[config.mk]
export PLATFORM = sky130hd
export DESIGN_NAME = sm_to_2comp_serial
export DESIGN_NICKNAME = d
export VERILOG_FILES = /design/src/rtl/sm_to_2comp_serial.sv
export SDC_FILE = /design/constraint.sdc
export NUM_CORES = 1
export LEC_CHECK = 0
export ABC_AREA = 1
export CORE_MARGIN = 2
export CORE_UTILIZATION = 45
export DETAILED_ROUTE_END_ITERATION = 10
export PLACE_DENSITY_LB_ADDON = 0.3
export SYNTH_ARGS = -nofsm -noshare
export SYNTH_HDL_FRONTEND = slang
export SYNTH_SLANG_ARGS = --single-unit
[constraint.sdc]
create_clock -name clk -period 1.5 [get_ports clk]
set_clock_uncertainty 0.15 [all_clocks]
set_input_delay 0.3 -clock clk [delete_from_list [all_inputs] [get_ports clk]]
set_output_delay 0.3 -clock clk [all_outputs]
set_load 0.01 [all_outputs]
[src/rtl/sm_to_2comp_serial.sv]
// Bit-serial sign-magnitude to two's-complement converter.
// Produces an (N+1)-bit result one bit per clock using the "copy through first 1, then invert" rule.
module sm_to_2comp_serial #(
  parameter int N = 4
) (
  input  logic         clk,
  input  logic         RESET,
  input  logic         S,
  input  logic         sign,
  input  logic [N-1:0] mag,
  output logic         busy,
  output logic         done,
  output logic [N:0]   result
);

  // state | meaning
  // IDLE  | waiting for S; operands captured on the edge that leaves IDLE
  // SHIFT | one operand bit converted per cycle, LSB first, N+1 cycles
  // DONE  | result valid and newly loaded, done pulse, back to IDLE
  typedef enum logic [1:0] {
    IDLE  = 2'd0,
    SHIFT = 2'd1,
    DONE  = 2'd2
  } state_t;

  localparam int CW = $clog2(N + 1);

  state_t          state;
  state_t          state_nxt;
  logic            sign_r;
  logic [N:0]      op_r;
  logic [N:0]      sh;
  logic [CW-1:0]   cnt;
  logic            found_one;
  logic            bit_in;
  logic            bit_out;
  logic            last;

  assign bit_in  = op_r[cnt];
  assign bit_out = (sign_r && found_one) ? ~bit_in : bit_in;
  assign last    = (cnt == CW'(N));

  always_ff @(posedge clk) begin
    if (!RESET) begin
      state <= IDLE;
    end else begin
      state <= state_nxt;
    end
  end

  always_comb begin
    state_nxt = state;
    case (state)
      IDLE:    if (S) state_nxt = SHIFT;
      SHIFT:   if (last) state_nxt = DONE;
      DONE:    state_nxt = IDLE;
      default: state_nxt = IDLE;
    endcase
  end

  always_comb begin
    busy = 1'b0;
    done = 1'b0;
    case (state)
      SHIFT: busy = 1'b1;
      DONE: begin
        busy = 1'b1;
        done = 1'b1;
      end
      default: begin
        busy = 1'b0;
        done = 1'b0;
      end
    endcase
  end

  always_ff @(posedge clk) begin
    if (!RESET) begin
      sign_r    <= 1'b0;
      op_r      <= '0;
      sh        <= '0;
      cnt       <= '0;
      found_one <= 1'b0;
      result    <= '0;
    end else begin
      case (state)
        IDLE: begin
          if (S) begin
            sign_r    <= sign;
            op_r      <= {1'b0, mag};
            sh        <= '0;
            cnt       <= '0;
            found_one <= 1'b0;
          end
        end
        SHIFT: begin
          sh  <= {bit_out, sh[N:1]};
          cnt <= cnt + CW'(1);
          if (sign_r) found_one <= found_one | bit_in;
          // Result is loaded only once, so it never exposes a partial word.
          if (last) result <= {bit_out, sh[N:1]};
        end
        default: begin
        end
      endcase
    end
  end

endmodule

==> results of run 1 <==
-- metal layers --
layer  routed length [um]  global-route usage, %  up-vias
met5                    0                      0        -
li1                     -                      -      446
met4                   66                   7.41        0
met3                   86                   4.24        8
met2                 1180                   34.9       26
met1                  915                   21.8      412
-- timing repair --
item                                    CTS  global route
endpoints found under the setup margin   17            21
setup buffers                             2             0
pin swaps                                 2             7
hold buffers                              0             0
gates cloned                              0             0
resized for setup                        22            18
-- synth_stat cells --
library cell  number  share of area (%)
nand2_1           22                8.8
dfxtp_1           20                 42
a21oi_1           15                8.0
inv_1             10                4.0
nor2_1            10                4.0
o21ai_0            9                4.8
ha_1               6                8.0
inv_2              6                2.4
nand2_2            5                3.3
nor2_4             3                3.6
nand3_1            2                1.1
nand3_2            2                2.1
o21ai_1            2                1.1
a21oi_2            1               0.93
buf_4              1               0.80
clkbuf_1           1               0.40
clkinv_1           1               0.40
nor3_1             1               0.53
o2111ai_1          1               0.93
o21ai_2            1               0.93
o21ai_4            1                1.7
-- flip-flops by register name, indices dropped and copies added (netlist names) --
name	cells
cnt	3
found_one	1
op_r	4
result	5
sh	4
sign_r	1
state	2
-- kinds of logic after synthesis --
kind of cell | synth area share, %
AOI/OAI and AO/OA | 18.3
and+or+nand+nor | 23.3
adders and majority gates | 7.96
buffers and inverters | 7.96
DFF | 42.4
-- power groups by stage --
stage,clock network (W),logic (W),registers (W)
2_1_floorplan,0,0.000186,0.000585
3_3_place_gp,0,0.000286,0.000585
3_5_place_dp,0,0.000302,0.000587
4_1_cts,0.000441,0.000329,0.000575
5_1_grt,0.000466,0.000419,0.000581
6_report,0.000438,0.000383,0.000578
-- area by class of cell --
cell class / count / area [um2]
multi-input cells: 81 / 537
repair buffers: 26 / 236
well taps: 27 / 33.8
fillers: 164 / 627
inverters: 17 / 71.3
clock buffers: 3 / 22.5
clock inverters: 1 / 30.0
flip-flops and latches: 20 / 404
-- worst max-delay path, stage by stage, from the launching register on --
cell and delay [ns]:
dfxtp_2 0.36, inv_2 0.06, ha_4 0.26, buf_6 0.09
-- final timing paths --
kind	from	end	slack (ns)
max reg2reg	state[0]	state[0]	0
min reg2reg	found_one	found_one	0.31
max	state[0]	busy	-0.03
min	found_one	found_one	0.31
-- stage by stage --
stage,hold slack (ns),std cells
global route,0.332,175
CTS,0.308,175
finish,0.307,175
global placement,0.283,169
floorplan,0.269,120
detailed placement,0.292,169
==> reports/summary.txt, run 1 <==
dpl cell area = 0.00119 mm2
mapped cell area = 943 um2
CP max FO = 3
post-route cell area = 0.00134 mm2
initial antenna violation count = 0
pwr dens = 1050 mW/mm2
Slew headroom = 85.4%
syn_nets = 134
Final #Nets = 163
RSZ-0062 raised after global routing = true
final setup violation count = 1
Ys Warns = 0
post-route DRC violation count = 0
DRT Wirelength = 2250 um
layout cells sized above 1 = 35.8%
Syn-to-layout area delta = 41.5%
Flop pwr share = 41.3%
Mapped Cells = 120
WL per Instance = 12.8 um
Max clock buf depth = 2
TNS Setup = -0.0275 ns
GP Congestion = 0.802
count of different cell masters after synthesis = 21
Die W = 49.8 um
Design Power = 0.00140 W
clk root buf = clkbuf_4
FF-to-FF path depth = 8
diode count = 0
Hold Vio Cnt, Final = 0
antenna viol nets, final = 0
Util after Layout = 68.0%
Leakage Power = 0.570 nW
dpl ws = -0.160 ns
initial core utilization = 48.1%
TritonRoute pass-1 iters = 4
total congestion overflow = 0
Final Critical Period = 1.53 ns
Worst EP arrival = 1.08 ns
via count = 892
vias in the first global route = 841
crit path setup slack, layout = -0.0275 ns
cts bufs inserted = 3
Seq/Total Area, Yosys = 42.4%
num ports = 15
Iteration-0 DRC Markers = 14
global-route wire length before repair = 3640 um
hpwl dp = 1570 um
Tcrit/Tclk final = 102%
most frequent cells in the layout = 18 x nand2_1, 17 x dfxtp_1, 14 x a21oi_1, 10 x nor2_1, 10 x buf_4
CTS tree = built
most common cell after layout, fill and taps aside = nand2_1
FP Rows = 16
Die H = 49.8 um
worst skew pair latency = 0.30 ns
Port Buffers = 14
Psw = 0.000396 W
synthesized area per cell = 7.86 um2
Clock Sinks = 20
Final Slew Violations = 0
Worst-path clk slew = 0.11 ns
Critical Setup Path Class = reg2out
Total GRT Usage = 19.3%
htree depth = 1
Worst Hold Depth = 2
status = finished, violations left
Worst Path Required = 1.05 ns
sw frac = 28.3%
Peak Freq = 655 MHz
pin count of the biggest net entering global routing = 14
failing checks = negative setup slack
Vias per Instance = 5.10
Peak VDD IR = 0.899 mV
combinational power share = 27.4%
full die area = 0.00248 mm2
core footprint = 0.00196 mm2
Internal Power = 0.00100 W
CP Launch Type = register
Max-Cap Viols = 0
Hold Path Class = reg2reg
Synth Register Bits = 20
clock power share = 31.3%
CP endpoint kind = primary output
Slew @ Worst Pin = 0.218 ns
Note: power is estimated with default switching activity, not from simulation.
==> run 2: changes to the inputs <==
Settings changed: ABC_CLOCK_PERIOD_IN_PS from default to 1500, CTS_BUF_LIST from default to sky130_fd_sc_hd__clkbuf_16, SETUP_SLACK_MARGIN from default to 0.15.
==> run 2 against run 1 <==
The run now ends clean; first-iteration DRC count rose by 64%; combinational power down 8.6%; flip-flop and latch count unchanged; maximum frequency is 4.7% higher; via count shrank 7.8%; core utilization rose by 1.6 points; non-clock buffer count decreased by 2; critical endpoint unchanged; largest cell class unchanged.
==> reports/summary.txt, run 2 (synthesis results as in run 1) <==
Critical Setup Path Class = reg2out
vias in the first global route = 801 (-4.8%)
Largest register FFs = 5 (unchanged)
Die W = 49.8 um (unchanged)
dpl cell area = 0.00119 mm2 (unchanged)
Max-Cap Viols = 0 (unchanged)
antenna viol nets, final = 0 (unchanged)
Worst Hold Endpoint = op_r[0]
CP delay by family, top = flip-flops
initial antenna violation count = 0 (unchanged)
Final Slew Violations = 0 (unchanged)
diode count = 0 (unchanged)
Stages on worst setup path = 3 (unchanged)
status = finished, final reports clean
most frequent cells in the layout = 18 x nand2_1, 16 x dfxtp_1, 14 x a21oi_1, 9 x nor2_1, 8 x inv_1
worst hold margin = 0.285 ns (-0.0218 ns)
filler-free cell count of the finished design = 173 (-1.1%)
flop2flop setup slack = 0.09 ns (+0.09 ns)
final setup violation count = 0 (-1)
initial core utilization = 48.1% (unchanged)
biggest regs = result (5), op_r (4), sh (4)
clk root buf = clkbuf_16
pwr dens = 1080 mW/mm2 (+2.9%)
CP Launch Type = register
Slew headroom = 86.2% (+0.80 points)
Worst Hold Depth = 2 (unchanged)
Slew @ Worst Pin = 0.206 ns (-0.0120 ns)
total congestion overflow = 0 (unchanged)
Worst Path Required = 1.05 ns (about the same)
RR Endpoint = sh[2]
Vias per Instance = 4.75 (-6.8%)
TritonRoute pass-1 iters = 4 (unchanged)
Die H = 49.8 um (unchanged)
HP Start = op_r[0]
worst skew pair latency = 0.25 ns (-0.05 ns)
Total GRT Usage = 17.4% (-1.9 points)
Max stage delay on crit path = 0.36 ns (about the same)
post-route DRC violation count = 0 (unchanged)
GR peak layer = met2
pin count of the biggest net entering global routing = 14 (unchanged)
most common cell after layout, fill and taps aside = nand2_1
Peak VDD IR = 0.952 mV (+5.8%)
RSZ-0062 raised after global routing = true
global routing usage on met2 = 29.8% (-5.1 points)
Syn-to-layout area delta = 44.8%
Crit path buffers/inverters = 2 (unchanged)
layout cells sized above 1 = 34.9% (-0.88 points)
CP max FO = 3 (unchanged)
RR Startpoint = state[1]
Max clock buf depth = 2 (unchanged)
cts bufs inserted = 3 (unchanged)
Worst path slowest cell = dfxtp_2
Final #Nets = 161 (-1.2%)
Leakage Power = 0.573 nW (+0.43%)
htree depth = 1 (unchanged)
GR Util met1 = 21.1% (-0.69 points)
Hold Vio Cnt, Final = 0 (unchanged)
FP Rows = 16 (unchanged)
Peak Freq = 685 MHz (+4.7%)
core footprint = 0.00196 mm2 (unchanged)
FF-to-FF path depth = 8 (unchanged)
via count = 822 (-7.8%)
met3 Use GR = 5.45% (+1.2 points)
post-route cell area = 0.00137 mm2 (+2.3%)
CTS tree = built
Worst EP arrival = 1.01 ns (-0.07 ns)
Hold Path Class = reg2reg
hpwl dp = 1380 um (-13%)
Port Buffers = 14 (unchanged)
Iteration-0 DRC Markers = 23 (+9)
full die area = 0.00248 mm2 (unchanged)
DRT Wirelength = 1950 um (-13%)
global-route wire length before repair = 3310 um (-9.3%)
num ports = 15 (unchanged)
placed insts = 167 (-1.2%)
hold_buf cts = 0 (unchanged)
WL per Instance = 11.3 um (-12%)
Tcrit/Tclk final = 97.3% (-4.6 points)
Biggest register = result
Util after Layout = 69.6% (+1.6 points)
GP Congestion = 0.816 (+1.7%)
Worst-path clk slew = 0.05 ns (-0.06 ns)
Clock Sinks = 20 (unchanged)
TNS Setup = 0 ns (+0.0275 ns)
CP endpoint kind = primary output
CP Cell Sequence = inv_4, ha_4, buf_6
Final Critical Period = 1.46 ns (-0.0683 ns)
Fillers = 166 (+1.2%)
[run 2: area by class of cell]
| type | count | area [um2] | area share, % |
|---|---|---|---|
| clock inverter | 1 | 3.75 | 0.275 |
| sequential | 20 | 405 | 29.7 |
| clock buffer | 3 | 75.1 | 5.49 |
| timing repair buffer | 24 | 235 | 17.2 |
| multi-input combinational | 81 | 542 | 39.7 |
| tap | 27 | 33.8 | 2.47 |
| inverter | 17 | 71.3 | 5.22 |
[run 2: what timing repair did]
item / CTS / global route
resized for setup: 33 / 9
setup endpoints to repair: 25 / 21
buffers inserted: 2 / 0
pin swaps: 7 / 8
[run 2: how the worst max path moves through the flow]
stage | startpoint | end | slack [ns]
final | state[0] | busy | 0.04
after global routing | state[1] | result[1] | 0.01
after CTS | state[0] | busy | 0.01
after detailed placement | state[0] | busy | -0.17
after global placement | state[0] | busy | -0.11
after floorplan | state[1] | sh[4] | 0.16
[run 2: worst register-to-register path: stages, from the launching register on]
cell and delay [ns]:
dfxtp_2 0.32, inv_2 0.08, buf_6 0.11, ha_4 0.15, inv_6 0.05, o21ai_4 0.19, inv_2 0.11, nand2_1 0.07
a21oi_1 0.06
[run 2: metrics by stage]
step	total power [W]	setup slack [ns]
2_1_floorplan	0.000782	0.159
3_3_place_gp	0.000870	-0.110
3_5_place_dp	0.000882	-0.174
4_1_cts	0.00146	0.00962
5_1_grt	0.00155	0.0109
6_report	0.00147	0.0408
[run 2: power breakdown]
part           internal [W]  leakage [nW]  total [W]  switching, W
sequential         0.000563         0.164   0.000586     0.0000226
combinational      0.000159         0.370   0.000350      0.000190
clock              0.000354        0.0385   0.000539      0.000185
total               0.00108         0.573    0.00147      0.000397
[run 2: routing by layer]
layer  up-vias  wire length [um]
li1        439                 -
met1       370               900
met2        11               967
met3         2                69
met4         0                12
met5         -                 0
